==> src/rtl/skindet_pkg.sv <==
// Shared definitions for the skin-detector control block: register map, bit
// positions, FSM states and default thresholds.
package skindet_pkg;

    localparam logic [2:0] ADDR_CTRL   = 3'd0;
    localparam logic [2:0] ADDR_TAB    = 3'd1;
    localparam logic [2:0] ADDR_TCD    = 3'd2;
    localparam logic [2:0] ADDR_STATUS = 3'd3;
    localparam logic [2:0] ADDR_COUNT  = 3'd4;
    localparam logic [2:0] ADDR_BBOX_X = 3'd5;
    localparam logic [2:0] ADDR_BBOX_Y = 3'd6;
    localparam logic [2:0] ADDR_FRAMES = 3'd7;

    localparam int CTRL_EN_BIT         = 0;
    localparam int CTRL_COMMIT_BIT     = 1;
    localparam int CTRL_IRQ_EN_BIT     = 2;
    localparam int STATUS_IN_FRAME_BIT = 0;
    localparam int STATUS_DONE_BIT     = 1;

    localparam logic [7:0] TA_DEF = 8'd20;
    localparam logic [7:0] TB_DEF = 8'd120;
    localparam logic [7:0] TC_DEF = 8'd20;
    localparam logic [7:0] TD_DEF = 8'd150;

    typedef enum logic [1:0] {
        WAIT   = 2'd0,
        ACTIVE = 2'd1,
        COMMIT = 2'd2
    } state_t;

endpackage

==> src/rtl/skindet_bbox.sv <==
// Skin bounding-box tracker: column/row counters plus per-frame min/max of skin
// pixel coordinates, latched at commit. Only instantiated under SKINDET_CTRL_BBOX_EN.
module skindet_bbox #(
    parameter int unsigned X_W = 12,
    parameter int unsigned Y_W = 12
) (
    input  logic           clk_i,
    input  logic           rst_i,
    input  logic           fv_i,
    input  logic           lv_i,
    input  logic           skin_i,
    input  logic           start_i,
    input  logic           active_i,
    input  logic           commit_i,
    output logic [X_W-1:0] xmin_o,
    output logic [X_W-1:0] xmax_o,
    output logic [Y_W-1:0] ymin_o,
    output logic [Y_W-1:0] ymax_o
);

    logic [X_W-1:0] x_q, xmin_q, xmax_q, xmin_lat_q, xmax_lat_q;
    logic [Y_W-1:0] y_q, ymin_q, ymax_q, ymin_lat_q, ymax_lat_q;
    logic           lv_d_q;
    logic           pix;

    assign pix = fv_i & lv_i & skin_i;

    always_ff @(posedge clk_i or posedge rst_i) begin
        if (rst_i) begin
            lv_d_q     <= 1'b0;
            x_q        <= '0;
            y_q        <= '0;
            xmin_q     <= '1;
            xmax_q     <= '0;
            ymin_q     <= '1;
            ymax_q     <= '0;
            xmin_lat_q <= '0;
            xmax_lat_q <= '0;
            ymin_lat_q <= '0;
            ymax_lat_q <= '0;
        end else begin
            lv_d_q <= lv_i;
            x_q    <= (fv_i & lv_i) ? x_q + X_W'(1) : '0;
            if (!fv_i)
                y_q <= '0;
            else if (lv_d_q & ~lv_i)
                y_q <= y_q + Y_W'(1);

            // Tracker restarts with the first cycle of a counted frame, which may itself hold a skin pixel.
            if (start_i) begin
                xmin_q <= pix ? x_q : '1;
                xmax_q <= pix ? x_q : '0;
                ymin_q <= pix ? y_q : '1;
                ymax_q <= pix ? y_q : '0;
            end else if (active_i & pix) begin
                if (x_q < xmin_q) xmin_q <= x_q;
                if (x_q > xmax_q) xmax_q <= x_q;
                if (y_q < ymin_q) ymin_q <= y_q;
                if (y_q > ymax_q) ymax_q <= y_q;
            end

            if (commit_i) begin
                xmin_lat_q <= xmin_q;
                xmax_lat_q <= xmax_q;
                ymin_lat_q <= ymin_q;
                ymax_lat_q <= ymax_q;
            end
        end
    end

    assign xmin_o = xmin_lat_q;
    assign xmax_o = xmax_lat_q;
    assign ymin_o = ymin_lat_q;
    assign ymax_o = ymax_lat_q;

endmodule

==> src/rtl/skindet_ctrl.sv <==
// Skin-detector control: double-buffered Cb/Cr thresholds, per-frame skin count and IRQ.
// Define SKINDET_CTRL_BBOX_EN to add the bounding-box tracker at addresses 5/6.
//
// state  | meaning
// WAIT   | idle until frame-valid rises with EN set
// ACTIVE | counting skin pixels of the current frame
// COMMIT | one cycle: latch results, apply pending thresholds
module skindet_ctrl
    import skindet_pkg::*;
#(
    parameter int unsigned CNT_W  = 22,
    parameter logic [7:0]  TA_RST = TA_DEF,
    parameter logic [7:0]  TB_RST = TB_DEF,
    parameter logic [7:0]  TC_RST = TC_DEF,
    parameter logic [7:0]  TD_RST = TD_DEF,
    parameter int unsigned X_W    = 12,
    parameter int unsigned Y_W    = 12
) (
    input  logic        iClk,
    input  logic        iRst,
    input  logic [2:0]  iAddr,
    input  logic        iWrite,
    input  logic [31:0] iWriteData,
    input  logic        iRead,
    output logic [31:0] oReadData,
    output logic        oReadValid,
    input  logic        iSkin,
    input  logic        iLineValid,
    input  logic        iFrameValid,
    output logic [7:0]  oTa,
    output logic [7:0]  oTb,
    output logic [7:0]  oTc,
    output logic [7:0]  oTd,
    output logic        oIrq
);

    state_t           state_q;
    logic             fv_d_q;
    logic [CNT_W-1:0] run_cnt_q, count_q, frames_q;
    logic [7:0]       ta_q, tb_q, tc_q, td_q;
    logic [7:0]       ta_sh_q, tb_sh_q, tc_sh_q, td_sh_q;
    logic             en_q, irq_en_q, pending_q, done_q, irq_q;
    logic [31:0]      rdata_q;
    logic             rvalid_q;

    logic rise, fall, pix, start, commit;
    logic wr_ctrl, wr_tab, wr_tcd, wr_status;
    logic done_d, irq_en_d;
    logic [31:0] rd_mux, bbox_x, bbox_y;
    logic [X_W-1:0] bx_min, bx_max;
    logic [Y_W-1:0] by_min, by_max;
    logic unused_wdata;

    assign rise   = iFrameValid & ~fv_d_q;
    assign fall   = ~iFrameValid & fv_d_q;
    assign pix    = iFrameValid & iLineValid & iSkin;
    assign commit = (state_q == COMMIT);
    // A frame is only counted when we see its start; one already running is skipped.
    assign start  = rise & en_q & (state_q != ACTIVE);

    assign wr_ctrl   = iWrite & (iAddr == ADDR_CTRL);
    assign wr_tab    = iWrite & (iAddr == ADDR_TAB);
    assign wr_tcd    = iWrite & (iAddr == ADDR_TCD);
    assign wr_status = iWrite & (iAddr == ADDR_STATUS);
    assign unused_wdata = ^iWriteData[31:16];

    always_ff @(posedge iClk or posedge iRst) begin
        if (iRst) begin
            state_q   <= WAIT;
            fv_d_q    <= 1'b0;
            run_cnt_q <= '0;
            count_q   <= '0;
            frames_q  <= '0;
        end else begin
            fv_d_q <= iFrameValid;
            case (state_q)
                WAIT: begin
                    if (start) begin
                        state_q   <= ACTIVE;
                        run_cnt_q <= CNT_W'(pix);
                    end
                end
                ACTIVE: begin
                    if (pix && (run_cnt_q != '1))
                        run_cnt_q <= run_cnt_q + CNT_W'(1);
                    if (fall)
                        state_q <= COMMIT;
                end
                COMMIT: begin
                    count_q  <= run_cnt_q;
                    frames_q <= frames_q + CNT_W'(1);
                    if (start) begin
                        state_q   <= ACTIVE;
                        run_cnt_q <= CNT_W'(pix);
                    end else begin
                        state_q <= WAIT;
                    end
                end
                default: state_q <= WAIT;
            endcase
        end
    end

    // Commit's set of done wins over a same-cycle write-1-to-clear.
    always_comb begin
        done_d = done_q;
        if (wr_status & iWriteData[STATUS_DONE_BIT])
            done_d = 1'b0;
        if (commit)
            done_d = 1'b1;
    end

    assign irq_en_d = wr_ctrl ? iWriteData[CTRL_IRQ_EN_BIT] : irq_en_q;

    always_ff @(posedge iClk or posedge iRst) begin
        if (iRst) begin
            ta_q      <= TA_RST;
            tb_q      <= TB_RST;
            tc_q      <= TC_RST;
            td_q      <= TD_RST;
            ta_sh_q   <= TA_RST;
            tb_sh_q   <= TB_RST;
            tc_sh_q   <= TC_RST;
            td_sh_q   <= TD_RST;
            en_q      <= 1'b0;
            irq_en_q  <= 1'b0;
            pending_q <= 1'b0;
            done_q    <= 1'b0;
            irq_q     <= 1'b0;
        end else begin
            if (wr_ctrl) begin
                en_q     <= iWriteData[CTRL_EN_BIT];
                irq_en_q <= iWriteData[CTRL_IRQ_EN_BIT];
            end
            if (wr_tab) {tb_sh_q, ta_sh_q} <= iWriteData[15:0];
            if (wr_tcd) {td_sh_q, tc_sh_q} <= iWriteData[15:0];
            if (commit & pending_q) begin
                ta_q <= ta_sh_q;
                tb_q <= tb_sh_q;
                tc_q <= tc_sh_q;
                td_q <= td_sh_q;
            end
            if (wr_ctrl & iWriteData[CTRL_COMMIT_BIT])
                pending_q <= 1'b1;
            else if (commit)
                pending_q <= 1'b0;
            done_q <= done_d;
            irq_q  <= done_d & irq_en_d;
        end
    end

`ifdef SKINDET_CTRL_BBOX_EN
    skindet_bbox #(
        .X_W(X_W),
        .Y_W(Y_W)
    ) u_bbox (
        .clk_i   (iClk),
        .rst_i   (iRst),
        .fv_i    (iFrameValid),
        .lv_i    (iLineValid),
        .skin_i  (iSkin),
        .start_i (start),
        .active_i(state_q == ACTIVE),
        .commit_i(commit),
        .xmin_o  (bx_min),
        .xmax_o  (bx_max),
        .ymin_o  (by_min),
        .ymax_o  (by_max)
    );
`else
    assign bx_min = '0;
    assign bx_max = '0;
    assign by_min = '0;
    assign by_max = '0;
`endif

    assign bbox_x = (32'(bx_max) << 16) | 32'(bx_min);
    assign bbox_y = (32'(by_max) << 16) | 32'(by_min);

    always_comb begin
        rd_mux = '0;
        case (iAddr)
            ADDR_CTRL: begin
                rd_mux[CTRL_EN_BIT]     = en_q;
                rd_mux[CTRL_COMMIT_BIT] = pending_q;
                rd_mux[CTRL_IRQ_EN_BIT] = irq_en_q;
            end
            ADDR_TAB: rd_mux[15:0] = {tb_sh_q, ta_sh_q};
            ADDR_TCD: rd_mux[15:0] = {td_sh_q, tc_sh_q};
            ADDR_STATUS: begin
                rd_mux[STATUS_IN_FRAME_BIT] = (state_q == ACTIVE);
                rd_mux[STATUS_DONE_BIT]     = done_q;
            end
            ADDR_COUNT:  rd_mux = 32'(count_q);
            ADDR_BBOX_X: rd_mux = bbox_x;
            ADDR_BBOX_Y: rd_mux = bbox_y;
            ADDR_FRAMES: rd_mux = 32'(frames_q);
            default:     rd_mux = '0;
        endcase
    end

    always_ff @(posedge iClk or posedge iRst) begin
        if (iRst) begin
            rdata_q  <= '0;
            rvalid_q <= 1'b0;
        end else begin
            rvalid_q <= iRead;
            if (iRead)
                rdata_q <= rd_mux;
        end
    end

    assign oReadData  = rdata_q;
    assign oReadValid = rvalid_q;
    assign oTa        = ta_q;
    assign oTb        = tb_q;
    assign oTc        = tc_q;
    assign oTd        = td_q;
    assign oIrq       = irq_q;

endmodule
==> config.mk <==
export PLATFORM = sky130hd
export DESIGN_NAME = skindet_ctrl
export DESIGN_NICKNAME = d
export VERILOG_FILES = /design/src/rtl/skindet_pkg.sv /design/src/rtl/skindet_bbox.sv /design/src/rtl/skindet_ctrl.sv
export SDC_FILE = /design/constraint.sdc
export NUM_CORES = 1
export LEC_CHECK = 0
export ABC_AREA = 1
export BUFFER_PORTS_ARGS = -buffer_cell sky130_fd_sc_hd__buf_4
export CORE_ASPECT_RATIO = 0.7
export CORE_MARGIN = 5
export CORE_UTILIZATION = 47
export DETAILED_ROUTE_END_ITERATION = 8
export GPL_TIMING_DRIVEN = 0
export PLACE_DENSITY = 0.7
export RECOVER_POWER = 50
export REMOVE_ABC_BUFFERS = 1
export SLEW_MARGIN = 20
export SYNTH_ARGS = -nofsm -noshare
export SYNTH_HDL_FRONTEND = slang
export SYNTH_SLANG_ARGS = --single-unit
==> constraint.sdc <==
create_clock -name iClk -period 5.5 [get_ports iClk]
set_clock_uncertainty 0.1 [all_clocks]
set_input_delay 0.825 -clock iClk [delete_from_list [all_inputs] [get_ports iClk]]
set_output_delay 0.825 -clock iClk [all_outputs]
set_load 0.005 [all_outputs]
# Yosys cells after proc, flatten, opt, wreduce, memory -nomap -nowiden
# Index checks and enable logic that the tools add are counted.
totals:
  reg_bits: 171
  input_bits: 42
  out_inout_bits: 66
  wordCells: 78
op_classes:
  add_sub_neg: 2
  eq_ne: 15
  n_mux: 16
  bitwise_logic: 16
  reduce_logical: 9
op_table:
  columns: ["cell", "count"]
  rows:
  - ["$pmux 13 s4", 1]
  - ["$add 22x1->22 const B", 2]
  - ["$mux 22", 2]
  - ["$pmux 22 s2", 1]
  - ["$ne 22x22->1 const B", 1]
  - ["$and 1x1->1", 14]
  - ["$pmux 2 s7", 1]
  - ["$eq 3x3->1 const B", 4]
  - ["$pmux 6 s2", 1]
  - ["$eq 3x2->1 const B", 2]
  - ["$mux 1", 6]
  - ["$ne 2x2->1 const B", 3]
  - ["$pmux 2 s3", 1]
  - ["$pmux 1 s5", 1]
  - ["$mux 2", 2]
  - ["$ne 2x1->1 const B", 2]
  - ["$reduce_bool 2->1", 2]
  - ["$reduce_or 2->1", 2]
  - ["$eq 3x1->1 const B", 1]
  - ["$logic_not 3->1", 1]
  - ["$reduce_and 3->1", 1]
  - ["$eq 2x1->1 const B", 1]
  - ["$eq 2x2->1 const B", 1]
  - ["$logic_not 2->1", 1]
  - ["3 further kinds", 4]

# Logic depth before layout (Yosys ltp)
logic_depth:
  ltp_word: 6
  depth_mapped: 10
  ltp_nobuf: 10

# Worst setup path before layout
# OpenSTA, ideal clock, no wires.
synth_timing:
  path_type: "in2reg"
  start: "in iAddr[1]"
  end: "reg ta_sh_q[0]"
  setup_ns: 0.130
  t_arrival_ns: 1.633
  t_required_ns: 5.270
  setup_slack_ns: 3.637
  stages: 7
  n_path_buf: 1
  cell_sequence: "inv_1 -> nand3_1 -> inv_2 -> nand2_1 -> buf_2 -> nand2_1 -> o21ai_0"
synth_via:
  elab_chain_cells: 2
synth_rtl:
  columns: ["item", "line", "rtl"]
  rows:
  - ["start: declaration", "skindet_ctrl.sv:21", "input logic [2:0] iAddr,"]
  - ["$eq 3x1->1", "skindet_ctrl.sv:62", "assign wr_tab = iWrite & (iAddr == ADDR_TAB);"]
  - ["$and 1x1->1", "skindet_ctrl.sv:62", null]
  - ["end signal: assignment", "skindet_ctrl.sv:135", "if (wr_tab) {tb_sh_q, ta_sh_q} <= iWriteData[15:0];"]
  - ["end: declaration", "skindet_ctrl.sv:41", "logic [7:0] ta_sh_q, tb_sh_q, tc_sh_q, td_sh_q;"]
# No other way between the ends.
# A chain may end at the register's enable or synchronous reset.

# Worst setup path in the final report
layout_timing:
  start: "reg state_q[0]"
  end: "reg td_q[0], in the netlist oTd[0]"
layout_via:
  elab_chain_cells: 2
layout_rtl:
  columns: ["item", "line", "rtl"]
  rows:
  - ["start: declaration", "skindet_ctrl.sv:37", "state_t state_q;"]
  - ["start signal: assignment", "skindet_ctrl.sv:69", "state_q <= WAIT;"]
  - ["start signal: assignment", "skindet_ctrl.sv:79", "state_q <= ACTIVE;"]
  - ["start signal: assignment", "skindet_ctrl.sv:87", "state_q <= COMMIT;"]
  - ["$eq 2x2->1", "skindet_ctrl.sv:57", "assign commit = (state_q == COMMIT);"]
  - ["$and 1x1->1", "skindet_ctrl.sv:137", "if (commit & pending_q) begin"]
  - ["end signal: assignment", "skindet_ctrl.sv:141", "td_q <= td_sh_q;"]
  - ["end: declaration", "skindet_ctrl.sv:40", "logic [7:0] ta_q, tb_q, tc_q, td_q;"]
# No other way between the ends.

==> impl_results.md <==
- Outcome: finished with violations
- Violated checks: max-capacitance violations, max-slew violations
- Length in cells of the worst reg-to-reg path: 3
- Most congested layer reported by global routing: met1
- Number of violations reported at the end of detailed-routing iteration 0: 515
- Largest net degree at the start of global routing: 102
- Pre-antenna DRT Iters: 6
- Cell count after synthesis: 889
- Fmax achieved: 321 MHz
- Wire length of the first global-routing pass: 29800 um
- Detail Placement HPWL: 12400 um
- Area of combinational cells with multiple inputs: 2930 um^2
- Register share of total power: 0.476
- Number of sinks on the clock net: 161
- Static Leak: 4.34 nW
- Number of vias in the routed layout: 6141
- Met2 global-route usage: 0.279
- Max capacitance violation total: 1
- Syn Area/Cell: 8.46 um^2
- Crit path DAT: 3330 ps
- Reg-to-Reg Start: state_q[0]
- Critical setup path kind: flip-flop to flip-flop
- Worst hold margin: 381 ps
- Required time of the critical path: 5710 ps
- Maximum VDD drop: 0.197 mV
- Clk pin slew, worst setup/hold paths: 70 ps
- Power Dens Cells: 357 nW/um^2
- Post-synth cell types: 37
- Vertical extent of the die: 116 um
- FF+latch area: 4060 um^2
- Number of failing hold endpoints at the final stage: 0
- Core Footprint: 15600 um^2
- Aggregate global-route resource usage: 0.199
- Clock Tree Buf Depth: 2
- Type of destination of the critical path: flip-flop
- Final global-route overflow total: 0
- Min cycle time layout: 3120 ps
- WHS Path Cells: 2
- Inserted Clock Buffers: 17
- Wire length reported by the detailed router: 17800 um
- Portion of total power attributed to combinational logic: 0.138
- Library cell with the largest summed area after synthesis: sky130_fd_sc_hd__dfrtp_1
- Residual DRC: 0
- Final Non-Filler Cells: 1173
- Number of pins with negative max-slew slack in the final report: 61
- Routed wirelength normalized by instance count: 15.1 um
- Crit-path max FO: 46
- Effective utilization at floorplan: 0.482
- Antenna diodes: 0
- Hold WC Path Type: flip-flop to flip-flop
- Worst Min Path Start: count_q[15]
- Fraction of power consumed by the clock network: 0.386
- Fraction of met1 tracks used by global routing: 0.312
- Period Utilization, post-route: 0.567
- Cell-internal power: 0.00232 W
- Post-Place Cells: 1140
- Count of filler cells inserted in the layout: 1438
- Area of the die: 18700 um^2
- Switching power of the nets: 0.000830 W
- Horiz. Die Dim: 161 um
- Fraction of power spent switching nets: 0.264
- Sequential element share of the synthesized area: 0.540
- Total number of H-tree levels: 4
- Clk Latency, worst-skew pair: 430 ps
- Largest cells by area after synthesis: sky130_fd_sc_hd__dfrtp_1 (46%), sky130_fd_sc_hd__nand2_1 (14%), sky130_fd_sc_hd__dfstp_2 (8.4%), sky130_fd_sc_hd__o21ai_0 (6.2%), sky130_fd_sc_hd__nand3_1 (4.6%)
- Post-CTS Setup Inserts: 0
- Number of flip-flops and latches in the synthesized netlist: 161
- Rows: 38
- Cell at the root of the clock tree: sky130_fd_sc_hd__clkbuf_16
- Sink of the worst hold path: count_q[15]
- CTS tree: done
- Antenna violation net count after detailed routing: 0
- Synthesized area: 7520 um^2
- Count of final setup violators: 0
- Placer Congestion: 0.921
- Worst Max-Slew Pin Slew: 2730 ps
- Launching element type of the critical path: flip-flop
- Slack of the worst reg-to-reg path: 2380 ps
- Setup repair after global routing missed its margin: false
- Number of synthesis warnings: 0
- Via density: 5.24
- Antenna violations before repair: 0
- Met3 demand-to-capacity share in global routing: 0.0483
- Max-slew headroom: -0.828
- Area Growth Syn to Fin: 17.3%
- Fraction of post-synthesis cell area in the top cell type by area: 0.456
- Boundary pin count: 108
- Net count of the finished layout: 1004
- Number of I/O port buffers: 81
- Share of layout cells above drive strength 1: 0.164
- Number of global-route vias before repair: 5656
- Capturing point of the worst reg2reg path: oTd[0]
- Number of resized instances in the post-cts repair step: 0
- Quantity of hold-fixing buffers added after cts: 0
-- critical path, cell delays in order (launching register included) --
cell and delay (ps):
sky130_fd_sc_hd__dfrtp_1 410, sky130_fd_sc_hd__nor2_1 1000, sky130_fd_sc_hd__nand2_2 880, sky130_fd_sc_hd__mux2_1 580
-- registers in the layout (all words and copies together), names as in the netlist, 22 cells and up --
| name | count |
|---|---|
| run_cnt_q | 22 |
| oReadData | 22 |
| frames_q | 22 |
| count_q | 22 |
-- cell type report --
| type | count | share of cell area |
|---|---|---|
| flip-flops and latches | 161 | 0.460 |
| clock buffers | 21 | 0.0499 |
| clock inverters | 11 | 0.0179 |
| repair buffers | 83 | 0.0729 |
| inverters | 89 | 0.0380 |
| multi-input cells | 608 | 0.333 |
| well taps | 200 | 0.0284 |
-- worst max-delay path by stage --
stage | from | endpoint | cells after the start
finish | state_q[0] | oTd[0] | 3
global route | state_q[0] | oTd[0] | 3
CTS | iAddr[2] | tc_sh_q[4] | 6
detailed placement | iAddr[2] | tc_sh_q[4] | 6
global placement | iRst | oTb[0] | 2
floorplan | iRst | count_q[0] | 1
-- per-stage QoR --
stage / power [W] / setup TNS, ps / util / instance area (um^2) / worst slack, ps
5_1_grt: 0.00329 / 0 / 0.566 / 8820 / 2110
2_1_floorplan: 0.00171 / 0 / - / 7330 / 266
4_1_cts: 0.00317 / 0 / 0.566 / 8830 / 2610
3_5_place_dp: 0.00196 / 0 / 0.528 / 8230 / 2190
3_3_place_gp: 0.00194 / -213400 / 0.525 / 8190 / -1580
6_report: 0.00315 / 0 / 0.566 / 8820 / 2380
-- cells by family (layout without fill, tap and decap cells) --
logic type                 Yosys count  count (layout)  synth area share
AOI/OAI and AO/OA                  116             116            0.0834
xor gates and xnor gates            22              22            0.0256
adders and majority gates            2               2           0.00333
buffers and inverters              129             204            0.0732
DFF                                161             161             0.540
muxes                               18              18            0.0270
other                                1              10          0.000499
and+or+nand+nor                    440             440             0.247
-- cells in the mapped netlist --
master,count
sky130_fd_sc_hd__o21ai_1,2
sky130_fd_sc_hd__inv_1,83
sky130_fd_sc_hd__nor2_4,2
sky130_fd_sc_hd__conb_1,1
sky130_fd_sc_hd__ha_1,2
sky130_fd_sc_hd__o21ai_0,93
sky130_fd_sc_hd__nand3b_2,1
sky130_fd_sc_hd__dfrtp_1,137
sky130_fd_sc_hd__nor2_1,52
sky130_fd_sc_hd__a21oi_4,1
sky130_fd_sc_hd__buf_1,3
sky130_fd_sc_hd__nor2_8,1
sky130_fd_sc_hd__mux2_2,6
sky130_fd_sc_hd__xor2_1,21
sky130_fd_sc_hd__nand3_1,69
sky130_fd_sc_hd__nand4_1,6
sky130_fd_sc_hd__nor2_2,5
sky130_fd_sc_hd__buf_2,8
sky130_fd_sc_hd__a21oi_1,2
sky130_fd_sc_hd__xnor2_1,1
sky130_fd_sc_hd__nor3_1,14
sky130_fd_sc_hd__buf_6,2
sky130_fd_sc_hd__nand2_4,1
sky130_fd_sc_hd__a22oi_1,2
sky130_fd_sc_hd__clkbuf_1,16
sky130_fd_sc_hd__mux2_1,12
sky130_fd_sc_hd__nand2_1,281
sky130_fd_sc_hd__nand2_2,4
sky130_fd_sc_hd__a31oi_1,5
sky130_fd_sc_hd__nor3_2,1
sky130_fd_sc_hd__o22ai_1,7
sky130_fd_sc_hd__dfstp_2,24
sky130_fd_sc_hd__nor3b_1,1
sky130_fd_sc_hd__buf_4,11
sky130_fd_sc_hd__nand3b_1,2
sky130_fd_sc_hd__o2111ai_1,4
sky130_fd_sc_hd__inv_2,6
-- power by group through the flow --
stage          registers [W]  logic [W]  clock network, W
2_1_floorplan        0.00150   0.000213                 0
3_3_place_gp         0.00151   0.000425                 0
3_5_place_dp         0.00152   0.000440                 0
4_1_cts              0.00150   0.000442           0.00123
5_1_grt              0.00152   0.000493           0.00128
6_report             0.00150   0.000433           0.00122
-- cells in the final DEF, fill, tap and decap left out, types with 14 or more instances in the layout --
| master | Yosys | routed |
|---|---|---|
| sky130_fd_sc_hd__o21ai_0 | 93 | 93 |
| sky130_fd_sc_hd__nor3_1 | 14 | 14 |
| sky130_fd_sc_hd__nand2_1 | 281 | 281 |
| sky130_fd_sc_hd__nor2_1 | 52 | 53 |
| sky130_fd_sc_hd__clkbuf_16 | 0 | 17 |
| sky130_fd_sc_hd__nand3_1 | 69 | 69 |
| sky130_fd_sc_hd__inv_1 | 83 | 83 |
| sky130_fd_sc_hd__buf_4 | 11 | 78 |
| sky130_fd_sc_hd__dfrtp_1 | 137 | 137 |
| sky130_fd_sc_hd__dfstp_2 | 24 | 24 |
| sky130_fd_sc_hd__xor2_1 | 21 | 21 |
-- layer usage --
metal	vias up	share of wire
li1	2978	-
met1	2944	0.49
met2	206	0.42
met3	13	0.076
met4	0	0.0093
met5	-	0
No activity file was read; power rests on OpenSTA's default activity.
